### config.mk
export PLATFORM = sky130hd
export DESIGN_NAME = alu_writeback_stage
export DESIGN_NICKNAME = d
export VERILOG_FILES = /design/src/rtl/alu_writeback_stage.sv
export SDC_FILE = /design/constraint.sdc
export NUM_CORES = 1
export LEC_CHECK = 0
export BUFFER_PORTS_ARGS = -buffer_cell sky130_fd_sc_hd__buf_2
export CORE_ASPECT_RATIO = 1.5
export CORE_UTILIZATION = 51
export DETAILED_ROUTE_END_ITERATION = 6
export PLACE_DENSITY = 0.77
export SETUP_SLACK_MARGIN = 0.5
export SYNTH_ARGS = -nofsm -noshare
export SYNTH_HDL_FRONTEND = slang
export SYNTH_SLANG_ARGS = --single-unit
### constraint.sdc
create_clock -name clk -period 5.3 [get_ports clk]
set_clock_uncertainty 0.15 [all_clocks]
set_input_delay 1.06 -clock clk [delete_from_list [all_inputs] [get_ports clk]]
set_output_delay 1.06 -clock clk [all_outputs]
set_load 0.01 [all_outputs]
### src/rtl/alu_writeback_stage.sv
//------------------------------------------------------------------------------
// Module   : alu_writeback_stage
// Brief    : In-order writeback queue behind the ALU with flag commit,
//            flag view for the ALU and result forwarding for pending entries.
// Revision : 1.0 - initial release
//------------------------------------------------------------------------------
`default_nettype none

module alu_writeback_stage #(
    parameter int DEPTH = 2,
    parameter int RA_W  = 5
) (
    input  logic                     clk,
    input  logic                     rst_n,
    input  logic                     ex_valid,
    output logic                     ex_ready,
    input  logic [31:0]              ex_result,
    input  logic [7:0]               ex_flags,
    input  logic [RA_W-1:0]          ex_rd,
    input  logic                     ex_wr_reg,
    input  logic                     ex_wr_flags,
    input  logic                     flush,
    input  logic                     wb_grant,
    output logic                     rf_we,
    output logic [RA_W-1:0]          rf_waddr,
    output logic [31:0]              rf_wdata,
    output logic [7:0]               flags_q,
    output logic [7:0]               flags_view,
    input  logic [RA_W-1:0]          fwd_rs,
    output logic                     fwd_hit,
    output logic [31:0]              fwd_data,
    output logic [$clog2(DEPTH):0]   pending
);

    localparam int PTR_W = $clog2(DEPTH);
    localparam int CNT_W = PTR_W + 1;
    localparam logic [CNT_W-1:0] c_depth = CNT_W'(DEPTH);

    logic [31:0]      r_result   [DEPTH];
    logic [7:0]       r_flags    [DEPTH];
    logic [RA_W-1:0]  r_rd       [DEPTH];
    logic             r_wr_reg   [DEPTH];
    logic             r_wr_flags [DEPTH];

    logic [PTR_W-1:0] r_head;
    logic [PTR_W-1:0] r_tail;
    logic [CNT_W-1:0] r_count;
    logic [7:0]       r_flags_q;

    logic             w_head_valid;
    logic             w_head_writes_reg;
    logic             w_accept;
    logic             w_retire;
    logic [PTR_W-1:0] w_idx;
    logic             w_fwd_hit;
    logic [31:0]      w_fwd_data;
    logic [7:0]       w_flags_view;

    assign ex_ready          = (r_count < c_depth);
    assign w_head_valid      = (r_count != '0);
    assign w_head_writes_reg = r_wr_reg[r_head] && (r_rd[r_head] != '0);
    assign w_accept          = ex_valid && ex_ready && !flush;
    assign w_retire          = w_head_valid && !flush && (wb_grant || !w_head_writes_reg);

    assign rf_we      = w_head_valid && w_head_writes_reg && wb_grant && !flush;
    assign rf_waddr   = r_rd[r_head];
    assign rf_wdata   = r_result[r_head];
    assign flags_q    = r_flags_q;
    assign flags_view = w_flags_view;
    assign fwd_hit    = w_fwd_hit;
    assign fwd_data   = w_fwd_data;
    assign pending    = r_count;

    // Walk entries oldest to youngest so the youngest match wins.
    always_comb begin
        w_idx        = r_head;
        w_fwd_hit    = 1'b0;
        w_fwd_data   = 32'h0;
        w_flags_view = r_flags_q;
        for (int k = 0; k < DEPTH; k++) begin
            w_idx = r_head + PTR_W'(k);
            if (CNT_W'(k) < r_count) begin
                if (r_wr_flags[w_idx]) begin
                    w_flags_view = r_flags[w_idx];
                end
                if ((fwd_rs != '0) && r_wr_reg[w_idx] && (r_rd[w_idx] == fwd_rs)) begin
                    w_fwd_hit  = 1'b1;
                    w_fwd_data = r_result[w_idx];
                end
            end
        end
    end

    always_ff @(posedge clk or negedge rst_n) begin
        if (!rst_n) begin
            r_head    <= '0;
            r_tail    <= '0;
            r_count   <= '0;
            r_flags_q <= 8'h00;
        end else if (flush) begin
            r_head  <= '0;
            r_tail  <= '0;
            r_count <= '0;
        end else begin
            if (w_accept) begin
                r_tail <= r_tail + 1'b1;
            end
            if (w_retire) begin
                r_head <= r_head + 1'b1;
                if (r_wr_flags[r_head]) begin
                    r_flags_q <= r_flags[r_head];
                end
            end
            case ({w_accept, w_retire})
                2'b10:   r_count <= r_count + 1'b1;
                2'b01:   r_count <= r_count - 1'b1;
                default: r_count <= r_count;
            endcase
        end
    end

    // Payload storage needs no reset; validity is carried by the count.
    always_ff @(posedge clk) begin
        if (w_accept) begin
            r_result[r_tail]   <= ex_result;
            r_flags[r_tail]    <= ex_flags;
            r_rd[r_tail]       <= ex_rd;
            r_wr_reg[r_tail]   <= ex_wr_reg;
            r_wr_flags[r_tail] <= ex_wr_flags;
        end
    end

endmodule

`default_nettype wire

==> results.json <==
{
  "min-delay-path-class": "flip-flop to flip-flop",
  "drive_above_1_share_pct": 43.2,
  "grt_overflow": 0,
  "num_vias": 3287,
  "nets": 515,
  "final-hold-violation-count": 0,
  "dieArea_mm2": 0.00979,
  "cts_sinks": 106,
  "ys_seq_area_share_pct": 65.2,
  "drv_cap": 0,
  "largest_register_ffs": 64,
  "grt_usage_pct": 21.6,
  "n_antenna_cell": 0,
  "power.leakage_uw": 0.00230,
  "cts-htree-levels": 3,
  "run_status": "complete, no violations",
  "top_usage_layer": "met2",
  "crit_required_ps": 4090,
  "synth_edf_count": 94,
  "wl_um": 10300,
  "place.gp.congestion": 0.761,
  "insertion_delay_ps": 340,
  "met3_usage_pct": 4.38,
  "core_area_mm2": 0.00920,
  "fin_crit_sh_pct": 85.0,
  "synthesis.nets": 374,
  "yosysWarnings": 0,
  "drc": 0,
  "netlist_area_mm2": 0.00479,
  "period_needed_ps": 4500,
  "ys_ff_latch": 106,
  "cts_buffers": 9,
  "die_w_um": 81.1,
  "reg_top3": "r_result x64, r_flags x16, r_rd x10",
  "hpwl_um": 6940,
  "timing.fmax_ghz": 0.222,
  "post-cts-setup-buffer-count": 0,
  "postSynth.asyncResetShare_pct": 11.3,
  "globalRouteMet1Util_pct": 23.7,
  "tightest_slew_ps": 1150,
  "synthFlopType": "edfxtp_1",
  "io_pins": 147,
  "cts.repair.resized": 0,
  "arrival_ps": 3290,
  "portBuffers": 146,
  "synthCells": 315,
  "start_util_pct": 52.1,
  "grt_pass1_wl_um": 15400,
  "rsz0062_at_grt": "no",
  "antenna_found_initial": 0,
  "final_cell_mix": "buf_2 (146), edfxtp_1 (94), a22o_1 (32), mux2_2 (29)",
  "fin_util_pct": 64.0,
  "dr.pass1.iters": 4,
  "grt_use_met2_pct": 37.9,
  "wl_per_cell_um": 18.0,
  "reg2reg_slack_ps": 2160,
  "path_clk_slew_ps": 70,
  "layout_commonest_cell": "buf_2",
  "vdd_drop_max_uv": 386,
  "first_iter_violations": 191,
  "cp_max_fo": 43,
  "clockBufferDepth": 2,
  "rows": 43,
  "viasPerCell": 5.74,
  "syn_to_final_growth_pct": 22.9,
  "path_class": "flip-flop to primary output",
  "slew_headroom_pct": 23.1,
  "num-fill-cells": 714,
  "grt_max_degree": 48,
  "clock_tree.root_cell": "clkbuf_16",
  "critPathLaunchType": "flip-flop",
  "regMostFlops": "r_result",
  "grt_pass1_vias": 3241,
  "slew_viol_final": 0,
  "tritoncts": "done",
  "synth.distinct_cells": 36,
  "die_h_um": 121,
  "cp-end-kind": "primary output",
  "ant_nets": 0,
  "multi_input_area_mm2": 0.00156,
  "setup_tns_ps": 0,
  "power.density_mw_per_mm2": 444,
  "seqCellArea_mm2": 0.00313,
  "holdBufCountCts": 0,
  "synth.avg_cell_area_um2": 15.2,
  "finalSetupViolCount": 0
}
power breakdown:
part,internal (µW),switching [µW],leakage (µW)
logic,392,446,0.00117
clock network,366,281,0.000139
registers,1010,116,0.000998
total,1770,843,0.00230
synthesized netlist by cell type, types with 4 or more instances:
master / n / area share, %
a21oi_1: 17 / 1.8
a22o_1: 32 / 5.9
buf_4: 5 / 0.78
buf_6: 5 / 1.2
clkbuf_1: 8 / 0.63
dfrtp_1: 12 / 6.3
edfxtp_1: 94 / 59
mux2_1: 8 / 1.9
mux2_2: 29 / 6.8
mux2i_1: 17 / 3.6
nor2_1: 16 / 1.3
nor3_1: 4 / 0.42
o22a_1: 8 / 1.5
o22ai_1: 17 / 2.2
xnor2_1: 8 / 1.5
xor2_1: 6 / 1.1
cells by family (layout without fill, tap and decap cells):
group | count (synthesis) | after routing | share of synthesized area (%)
multiplexers | 56 | 56 | 12.8
AO/OA/AOI/OAI | 77 | 77 | 11.8
AND/OR/NAND/NOR | 38 | 38 | 4.23
buffers and inverters | 22 | 168 | 2.90
adder cells (fa/ha/maj) | 2 | 2 | 0.522
flip-flops | 106 | 106 | 65.2
XOR/XNOR | 14 | 14 | 2.56
worst max-delay path, stage by stage, from the launching register on:
cell and delay [ps]:
dfrtp_4 810, mux2_1 420, xor2_1 160, nor4_2 390, nand4_1 210, mux2i_4 200, buf_4 360, a22o_1 230
buf_2 140
path summary, 6_finish.rpt:
path | cells after the start | from | end
setup / recovery | 8 | r_head | fwd_data[28]
hold / removal | 2 | flags_q[7] | flags_q[7]
setup reg to reg | 6 | r_head | flags_q[3]
hold reg to reg | 2 | flags_q[7] | flags_q[7]
max in group asynchronous | 1 | rst_n | r_head
min in group asynchronous | 1 | rst_n | r_head
layer usage:
metal	wire length [µm]	vias to the layer above
met5	0	-
met4	267	0
met3	578	17
met2	5600	103
met1	3880	1630
li1	-	1537
through the flow:
stage | std cells | hold slack, ps | area, µm² | worst slack, ps | power (µW)
finish | 573 | 414 | 5890 | 797 | 2620
floorplan | 315 | 386 | 4800 | 1440 | 1700
CTS | 573 | 416 | 5890 | 767 | 2640
global route | 573 | 445 | 5890 | 629 | 2750
global placement | 557 | 381 | 5600 | 991 | 1960
detailed placement | 557 | 405 | 5600 | 953 | 1990
cell type report:
cell class                 count  area share (%)
clock buffer                  10            3.89
clock inverter                 6            1.06
tap                          112            2.38
multi-input combinational    187            26.5
timing repair buffer         150            12.9
inverter                       2           0.128
sequential                   106            53.1
No activity file was read; power rests on OpenSTA's default activity.
